$ cat config.mk
export PLATFORM = sky130hd
export DESIGN_NAME = if_fetch
export DESIGN_NICKNAME = d
export VERILOG_FILES = /design/src/rtl/if_fetch_pkg.sv /design/src/rtl/if_inst_buf.sv /design/src/rtl/if_fetch.sv
export SDC_FILE = /design/constraint.sdc
export NUM_CORES = 1
export LEC_CHECK = 0
export ABC_AREA = 1
export BUFFER_PORTS_ARGS = -buffer_cell sky130_fd_sc_hd__buf_2
export CAP_MARGIN = 20
export CORE_MARGIN = 2
export CORE_UTILIZATION = 38
export CTS_BUF_LIST = sky130_fd_sc_hd__clkbuf_8
export DETAILED_ROUTE_END_ITERATION = 10
export HOLD_SLACK_MARGIN = 0.15
export MAX_ROUTING_LAYER = met4
export PLACE_DENSITY = 0.71
export SETUP_SLACK_MARGIN = 0.02
export SLEW_MARGIN = 20
export SYNTH_ARGS = -nofsm -noshare
export SYNTH_HDL_FRONTEND = slang
export SYNTH_SLANG_ARGS = --single-unit
export TNS_END_PERCENT = 10
$ cat constraint.sdc
create_clock -name clk -period 1.7 [get_ports clk]
set_input_delay 0.34 -clock clk [delete_from_list [all_inputs] [get_ports clk]]
set_output_delay 0.34 -clock clk [all_outputs]
set_load 0.05 [all_outputs]
$ cat src/rtl/if_fetch_pkg.sv
// if_fetch_pkg: shared types and constants for the instruction-fetch stage.
//   fetch_st_e : fetch FSM states (ISSUE / DRAIN / HOLD)
//   INST_W     : instruction width
//   BYTE_W     : memory port data width
package if_fetch_pkg;

  localparam int INST_W = 32;
  localparam int BYTE_W = 8;

  typedef enum logic [1:0] {
    ST_ISSUE = 2'd0,  // requesting bytes k=0..3
    ST_DRAIN = 2'd1,  // last byte granted, waiting for its data
    ST_HOLD  = 2'd2   // instruction presented, waiting for consumption
  } fetch_st_e;

endpackage

$ cat src/rtl/if_inst_buf.sv
// if_inst_buf: {valid, pc, inst} holding register.
//   clk, rst      : clock, synchronous active-high reset
//   ld_i          : capture pc_i/inst_i and set valid
//   clr_i         : drop valid (wins over ld_i)
//   pc_i, inst_i  : entry to capture
//   vld_o, pc_o, inst_o : held entry
module if_inst_buf
  import if_fetch_pkg::*;
#(
  parameter int ADDR_W = 32
) (
  input  logic              clk,
  input  logic              rst,
  input  logic              ld_i,
  input  logic              clr_i,
  input  logic [ADDR_W-1:0] pc_i,
  input  logic [INST_W-1:0] inst_i,
  output logic              vld_o,
  output logic [ADDR_W-1:0] pc_o,
  output logic [INST_W-1:0] inst_o
);

  logic              vld_q;
  logic [ADDR_W-1:0] pc_q;
  logic [INST_W-1:0] inst_q;

  always_ff @(posedge clk) begin
    if (rst) begin
      vld_q  <= 1'b0;
      pc_q   <= '0;
      inst_q <= '0;
    end else if (clr_i) begin
      vld_q  <= 1'b0;
    end else if (ld_i) begin
      vld_q  <= 1'b1;
      pc_q   <= pc_i;
      inst_q <= inst_i;
    end
  end

  assign vld_o  = vld_q;
  assign pc_o   = pc_q;
  assign inst_o = inst_q;

endmodule

$ cat src/rtl/if_fetch.sv
// if_fetch: instruction-fetch stage. Owns the fetch PC, reads each 32-bit
// instruction byte-serially (little-endian) from the shared memory port and
// presents {pc, inst} to decode.
//   clk, rst                 : clock, synchronous active-high reset
//   stall_i                  : decode cannot accept; output is held
//   jump_i, jump_addr_i      : redirect (priority over stall/consume)
//   mem_req_o, mem_addr_o    : byte read request, stable until granted
//   mem_gnt_i                : request accepted this cycle
//   mem_data_i               : read byte, valid the cycle after a grant
//   valid_o, pc_o, inst_o    : presented instruction
// Build option IF_SKID_EN: adds a one-entry skid buffer so the next
// instruction is fetched while the output is stalled.
module if_fetch
  import if_fetch_pkg::*;
#(
  parameter int              ADDR_W   = 32,
  parameter logic [ADDR_W-1:0] RESET_PC = '0
) (
  input  logic              clk,
  input  logic              rst,
  input  logic              stall_i,
  input  logic              jump_i,
  input  logic [ADDR_W-1:0] jump_addr_i,
  output logic              mem_req_o,
  output logic [ADDR_W-1:0] mem_addr_o,
  input  logic              mem_gnt_i,
  input  logic [BYTE_W-1:0] mem_data_i,
  output logic              valid_o,
  output logic [ADDR_W-1:0] pc_o,
  output logic [INST_W-1:0] inst_o
);

  fetch_st_e         state_q, state_d;
  logic [ADDR_W-1:0] fetch_pc_q;
  logic [1:0]        k_q;      // next byte to request
  logic [1:0]        rk_q;     // byte index of data returning this cycle
  logic              pend_q;   // data returns this cycle
  logic              disc_q;   // returning data belongs to an aborted fetch
  logic [23:0]       asm_q;    // bytes 0..2; byte 3 goes straight to the buffer

  logic              grant, consume, cap, done, issue_ok;
  logic              out_ld, out_clr;
  logic [ADDR_W-1:0] pc_inc, out_ld_pc;
  logic [INST_W-1:0] new_inst, out_ld_inst;

  assign grant    = mem_req_o & mem_gnt_i;
  assign consume  = valid_o & ~stall_i;
  assign cap      = pend_q & ~disc_q & ~jump_i;
  assign done     = cap & (rk_q == 2'd3);
  assign pc_inc   = fetch_pc_q + ADDR_W'(4);
  assign new_inst = {mem_data_i, asm_q};

`ifdef IF_SKID_EN
  logic              skid_vld, skid_ld, skid_clr;
  logic [ADDR_W-1:0] skid_pc;
  logic [INST_W-1:0] skid_inst;

  // Fetch can never complete while the skid entry is full, since issue is
  // blocked until it drains.
  assign issue_ok    = ~skid_vld;
  assign skid_ld     = done & valid_o & ~consume;
  assign skid_clr    = jump_i | (consume & skid_vld);
  assign out_ld      = (done & (~valid_o | consume)) | (consume & skid_vld & ~jump_i);
  assign out_ld_pc   = skid_vld ? skid_pc   : fetch_pc_q;
  assign out_ld_inst = skid_vld ? skid_inst : new_inst;

  if_inst_buf #(.ADDR_W(ADDR_W)) u_skid (
    .clk(clk), .rst(rst), .ld_i(skid_ld), .clr_i(skid_clr),
    .pc_i(fetch_pc_q), .inst_i(new_inst),
    .vld_o(skid_vld), .pc_o(skid_pc), .inst_o(skid_inst)
  );
`else
  assign issue_ok    = 1'b1;
  assign out_ld      = done;
  assign out_ld_pc   = fetch_pc_q;
  assign out_ld_inst = new_inst;
`endif

  assign out_clr = jump_i | (consume & ~out_ld);

  if_inst_buf #(.ADDR_W(ADDR_W)) u_out (
    .clk(clk), .rst(rst), .ld_i(out_ld), .clr_i(out_clr),
    .pc_i(out_ld_pc), .inst_i(out_ld_inst),
    .vld_o(valid_o), .pc_o(pc_o), .inst_o(inst_o)
  );

  // FSM: state register
  always_ff @(posedge clk) begin
    if (rst) state_q <= ST_ISSUE;
    else     state_q <= state_d;
  end

  // FSM: next state
  always_comb begin
    state_d = state_q;
    if (jump_i) begin
      state_d = ST_ISSUE;
    end else begin
      case (state_q)
        ST_ISSUE: if (grant && k_q == 2'd3) state_d = ST_DRAIN;
`ifdef IF_SKID_EN
        ST_DRAIN: if (done) state_d = ST_ISSUE;
`else
        ST_DRAIN: if (done) state_d = ST_HOLD;
`endif
        ST_HOLD:  if (consume) state_d = ST_ISSUE;
        default:  state_d = ST_ISSUE;
      endcase
    end
  end

  // FSM: outputs. In HOLD the byte-0 request of the next instruction goes
  // out in the consuming cycle itself.
  always_comb begin
    mem_req_o  = 1'b0;
    mem_addr_o = '0;
    if (!rst) begin
      mem_addr_o = fetch_pc_q + ADDR_W'(k_q);
      case (state_q)
        ST_ISSUE: mem_req_o = issue_ok;
        ST_HOLD: begin
          if (consume && !jump_i) begin
            mem_req_o  = 1'b1;
            mem_addr_o = pc_inc;
          end
        end
        default: ;
      endcase
    end
  end

  // Datapath: PC, byte counters, assembly
  always_ff @(posedge clk) begin
    if (rst) begin
      fetch_pc_q <= RESET_PC;
      k_q        <= 2'd0;
      rk_q       <= 2'd0;
      pend_q     <= 1'b0;
      disc_q     <= 1'b0;
      asm_q      <= '0;
    end else begin
      pend_q <= grant;
      rk_q   <= k_q;
      disc_q <= jump_i & grant;
      if (jump_i) begin
        fetch_pc_q <= jump_addr_i;
        k_q        <= 2'd0;
      end else begin
        if (grant) k_q <= k_q + 2'd1;
`ifdef IF_SKID_EN
        if (done) fetch_pc_q <= pc_inc;
`else
        if (state_q == ST_HOLD && consume) fetch_pc_q <= pc_inc;
`endif
      end
      if (cap) begin
        case (rk_q)
          2'd0:    asm_q[7:0]   <= mem_data_i;
          2'd1:    asm_q[15:8]  <= mem_data_i;
          2'd2:    asm_q[23:16] <= mem_data_i;
          default: ;
        endcase
      end
    end
  end

endmodule

# Word level (Yosys, flattened, before mapping)
# Index checks and enable logic that the tools add are counted.
dict set report classes {
  n_addsub 3
  n_eq_ne 9
  mux 12
  bitwise 13
  n_reduce_logical 14
}
# op count
set op_table {}
lappend op_table {{two-way mux 32 bit} 5}
lappend op_table {{adder 32 x 2 -> 32 bit} 1}
lappend op_table {{adder 32 x 3 -> 32 bit, second input constant} 1}
lappend op_table {{equality test 2 bit, second input constant} 4}
lappend op_table {{AND reduction 2 bit} 4}
lappend op_table {{bitwise AND 1 bit} 7}
lappend op_table {{two-way mux 2 bit} 3}
lappend op_table {{inequality test 2 bit, second input constant} 3}
lappend op_table {{one-hot mux 2 bit (3 select lines)} 1}
lappend op_table {{inverter 1 bit} 5}
lappend op_table {{equality test 2 x 1 -> 1 bit, second input constant} 2}
lappend op_table {{zero test 2 bit} 2}
lappend op_table {{OR reduction 2 bit} 2}
lappend op_table {{logical AND 1 bit} 3}
lappend op_table {{AND reduction 3 bit} 1}
lappend op_table {{adder 2 x 1 -> 2 bit, second input constant} 1}
lappend op_table {{two-way mux 1 bit} 2}
lappend op_table {{one-hot mux 1 bit (2 select lines)} 1}
lappend op_table {{nonzero test 2 bit} 1}
lappend op_table {{zero test 1 bit} 1}
lappend op_table {{OR 1 bit} 1}
dict set report word_totals {
  register_bits 129
  input_bits 45
}

# Logic depth before layout (Yosys ltp)
dict set report depth {
  depth_word 10
  depth_mapped 11
}

# Modules after synthesis
# Synthesis repeated with hierarchy kept, for this count alone.
dict set report hier_totals {
  hier_cells 1102
  area_unflattened_um2 6952.9
}
# mod n_inst cells_each area_per_inst_um2 seq_area_each_um2
set modules_own_cells {}
lappend modules_own_cells {if_fetch 1 686 4185.3 1281.2}
lappend modules_own_cells {if_inst_buf 1 416 2767.7 1301.2}

# Worst setup path after synthesis
# No wires, ideal clock.
dict set report synth_path {
  kind {register to output}
  start {register u_out.vld_q, in the netlist u_out.vld_o}
  end {output port mem_addr_o[7]}
  arrival_time_ns 2.516
  path_slack_ns -1.156
  stages_incl_launch_ff 8
  path_cell_list {dfxtp_1 > inv_1 > nor2_2 > nand3_2 > nand2_1 > buf_4 > a21oi_1 > nor3_1}
}
dict set report synth_between {
  elab_chain_cells 5
}
# element line
set synth_lines {}
lappend synth_lines {{start: declaration} if_inst_buf.sv:23} ;# logic vld_q;
lappend synth_lines {{start signal: assignment} if_inst_buf.sv:29} ;# vld_q <= 1'b0;
lappend synth_lines {{start signal: assignment} if_inst_buf.sv:33} ;# vld_q <= 1'b0;
lappend synth_lines {{start signal: assignment} if_inst_buf.sv:35} ;# vld_q <= 1'b1;
lappend synth_lines {{bitwise AND 1 bit} if_fetch.sv:47} ;# assign consume = valid_o & ~stall_i;
lappend synth_lines {{logical AND 1 bit} if_fetch.sv:122} ;# if (consume && !jump_i) begin
lappend synth_lines {{two-way mux 32 bit} if_fetch.sv:122}
lappend synth_lines {{two-way mux 32 bit} if_fetch.sv:119} ;# case (state_q)
lappend synth_lines {{two-way mux 32 bit} if_fetch.sv:117} ;# if (!rst) begin
lappend synth_lines {{end: declaration} if_fetch.sv:25} ;# output logic [ADDR_W-1:0] mem_addr_o,
# Every way passes these cells.

# Final worst setup path
dict set report layout_path {
  start {register fetch_pc_q[1]}
  end {output port mem_addr_o[15]}
}
dict set report layout_between {
  elab_chain_cells 4
  elab_cells_between_ends 5
  classes_between {add/sub (2); mux (3)}
}
# element line
set layout_lines {}
lappend layout_lines {{start: declaration} if_fetch.sv:34} ;# logic [ADDR_W-1:0] fetch_pc_q;
lappend layout_lines {{start signal: assignment} if_fetch.sv:146} ;# fetch_pc_q <= jump_addr_i;
lappend layout_lines {{start signal: assignment} if_fetch.sv:153} ;# if (state_q == ST_HOLD && consume) fetch_pc_q <= pc_inc;
lappend layout_lines {{adder 32 x 2 -> 32 bit or adder 32 x 3 -> 32 bit (tied branches)} {if_fetch.sv:118, if_fetch.sv:50}}
lappend layout_lines {{two-way mux 32 bit} if_fetch.sv:122}
lappend layout_lines {{two-way mux 32 bit *} if_fetch.sv:119}
lappend layout_lines {{two-way mux 32 bit *} if_fetch.sv:117}
# Mark *: on every way between the ends. The rest lies on a longest branch, timed or not.

==> summary.txt <==
Run status
  – Status: finished with violations
  – Failing checks: negative setup slack

Yosys
  – Warning count from the yosys run: 0
  – Mapped Cells: 971
  – XOR/XNOR Fraction of Synth Area: 0.0135
  – Number of flops mapped to enable cells by yosys: 0
  – Mapped Area: roughly 0.0065 mm²
  – Main combinational cell family by area after synthesis: simple AND/OR/NAND/NOR gates
  – Seq/Total Area, Yosys: 0.398
  – Simple-Gate Fraction of Synth Area: 0.275
  – Post-synthesis mux area share: 0
  – Netlist cell types: 36
  – Async set-reset flop share out of synthesis: 0
  – Compound-Gate Fraction of Synth Area: 0.193
  – Mean Syn Cell Area: 6.69 µm²
  – Top_reg_cell synth: dfxtp_1
  – Synth Register Bits: 129
  – Mapped Nets: between 1,000 and 1,500
  – Synth Area in Adders: 0.0108

Detailed routing
  – DRT Pass-1 Iters: 5
  – Post-DRT Antenna Nets: 0
  – Routed wire length: 21,900 µm
  – Vias per cell: between 4 and 5
  – DRC viols: 0
  – First DRT Iteration DRCs: 460
  – Drt wl/cell: around 15 µm
  – DR vias: around 7,400

Placed design
  – Placed Area: around 0.0089 mm²
  – Dpl ws: -0.402 ns
  – IO Port Bufs: ~140
  – GPL Wtd Cong: between 0.9 and 1
  – Placed Cells incl. Taps: roughly 1,400
  – DP HPWL: between 15,000 and 20,000 µm

Finish
  – Fin area: 0.0101 mm²
  – Antenna Cells: 0
  – Final core utilization: 0.605
  – Non-Filler Instances: 1,493
  – # nets final: between 1,000 and 1,500
  – Layout area overhead: 55.0%
  – Layout cells sized above 1: 0.393

STA
  – Slew HR: 0.741
  – Period Utilization, post-route: 1.44
  – Final setup fails: 33
  – Fin worst setup slack: -0.751 ns
  – RSZ-0062 raised after global routing: true
  – Layout Skew: 0.0132 ns
  – Slew @ Worst Pin: around 0.39 ns
  – Final Max Slew Viols: 0
  – Fmax: between 400 and 500 MHz
  – Crit path time final: ~2.5 ns
  – Final Hold Vio Count: 0

Floorplanning
  – FP Rows: 47
  – # IOs: around 140
  – Die Ht: roughly 130 µm
  – Initial Util: 0.390
  – Core area: around 0.017 mm²
  – DIE AREA: 0.0182 mm²
  – Chip width: around 130 µm

Clock tree
  – TritonCTS buffer count: 17
  – Clk_lat worst skew: about 0.46 ns
  – CTS H-tree depth: 4
  – CTS Root Cell: clkbuf_8
  – Clock sink count: roughly 130
  – CTS tree: yes
  – Clock transition at path regs: 0.08 ns
  – CTS Buffer Depth: 2

Power and ir drop
  – Peak VDD IR: between 0.0004 and 0.0005 V
  – Pwr per Cell Area: roughly 660 mW/mm²
  – Total power: about 6.6 mW
  – Total leakage power: ~4.3 nW

Global route
  – Largest net degree at the start of global routing: 45
  – GR Overflow Total: 0
  – Vias in the first global route: 7,030
  – Initial antenna violation count: 0
  – Total GRT Usage: 0.245
  – First-pass GRT wire length: 34,100 µm

Setup path
  – WS Path Type: reg2out
  – Worst-path maximum fanout: 5
  – Worst Setup Start Kind: flip-flop
  – Register-to-register setup slack: approximately 0.10 ns
  – Setup crit end kind: output port
  – CP required: about 1.4 ns
  – Crit path arrival time: approximately 2.1 ns

Flow run
  – Max_cap viols: 0

Worst hold path
  – Class of the worst hold path: in2reg
placed cells by master, fill, tap and decap left out, drive strengths merged, types with 3 or more instances in the layout:
cell type / instances
nand2: 191
inv: 142
dlygate4sd3: 10
buf: 305
nor2: 130
clkinv: 5
a31oi: 11
o21ai: 116
a21oi: 115
nand3: 64
ha: 4
clkinvlp: 3
nor3: 9
or2: 3
xor2: 8
clkbuf: 18
dfxtp: 129
power breakdown:
group | switching [mW] | leakage [nW] | internal (mW) | total [mW]
clock network | 1.38 | 0.185 | 1.17 | 2.55
registers | 0.0638 | 1.06 | 3.07 | 3.14
logic | 0.545 | 3.05 | 0.379 | 0.924
total | 1.99 | 4.29 | 4.62 | 6.61
final timing paths:
kind | start | to | cells past startpoint
min | jump_addr_i[0] | fetch_pc_q[0] | 3
min reg2reg | u_out.pc_o[9] | u_out.pc_o[9] | 2
max | fetch_pc_q[1] | mem_addr_o[15] | 10
max reg2reg | fetch_pc_q[3] | fetch_pc_q[18] | 10
metrics by stage:
| stage | setup TNS [ns] | hold slack, ns |
|---|---|---|
| floorplan | -6.25 | 0.438 |
| global placement | -16.63 | 0.429 |
| detailed placement | -19.52 | 0.432 |
| CTS | -23.38 | 0.153 |
| global route | -25.71 | 0.159 |
| finish | -22.65 | 0.173 |
final cells by class:
class                      instances  area, µm²
inverter                         137        528
clock buffer                      17        234
fill                            1410       6570
timing repair buffer             316       2420
clock inverter                    14        133
tap                              220        275
multi-input combinational        660       3840
sequential                       129       2630
layer usage:
layer / routed length, µm / track usage / vias up / share of wire
met3: 1350 / 0.0454 / 52 / 0.062
met4: 548 / 0.0830 / 0 / 0.025
li1: - / - / 3689 / -
met1: 9430 / 0.299 / 3417 / 0.43
met5: 0 / - / - / 0
met2: 10600 / 0.408 / 272 / 0.48
worst max-delay path: stages (launching register included):
cell and delay (ns):
dfxtp_4 0.37, ha_1 0.27, nand2_1 0.06, nand2_2 0.08, inv_2 0.05, nand2_4 0.10, buf_12 0.14, nand2_1 0.08
buf_4 0.15, a21oi_4 0.17, buf_6 0.18
synth_stat cells (8+ instances only):
cell type / instances / share of area
a21oi_1: 114 / 0.088
a31oi_1: 11 / 0.011
buf_2: 17 / 0.013
clkbuf_1: 23 / 0.013
dfxtp_1: 129 / 0.40
inv_1: 133 / 0.077
nand2_1: 179 / 0.10
nand2_2: 10 / 0.0096
nand3_1: 60 / 0.046
nor2_1: 107 / 0.062
nor2_2: 18 / 0.017
o21ai_0: 114 / 0.088
xor2_1: 8 / 0.011
registers in the layout, summed over array words and instances, names as in the netlist:
register	count
pend_q	1
u_out.pc_o	32
u_out.inst_o	32
fetch_pc_q	32
k_q	2
rk_q	2
u_out.vld_o	1
disc_q	1
state_q	2
asm_q	24
kinds of logic after synthesis:
kind of cell / after synthesis
buffers and inverters: 183
DFF: 129
xor gates and xnor gates: 10
AOI/OAI and AO/OA: 245
adders and majority gates: 5
and+or+nand+nor: 399
what timing repair did:
action / CTS / global route
setup endpoints to repair: 33 / 44
hold buffers: 10 / 0
pin swaps: 17 / 18
gates resized for setup: 103 / 75
endpoints found under the hold margin: 10 / 0
setup buffers: 4 / 2
gates cloned: 1 / 1
No activity file was read; power rests on OpenSTA's default activity.
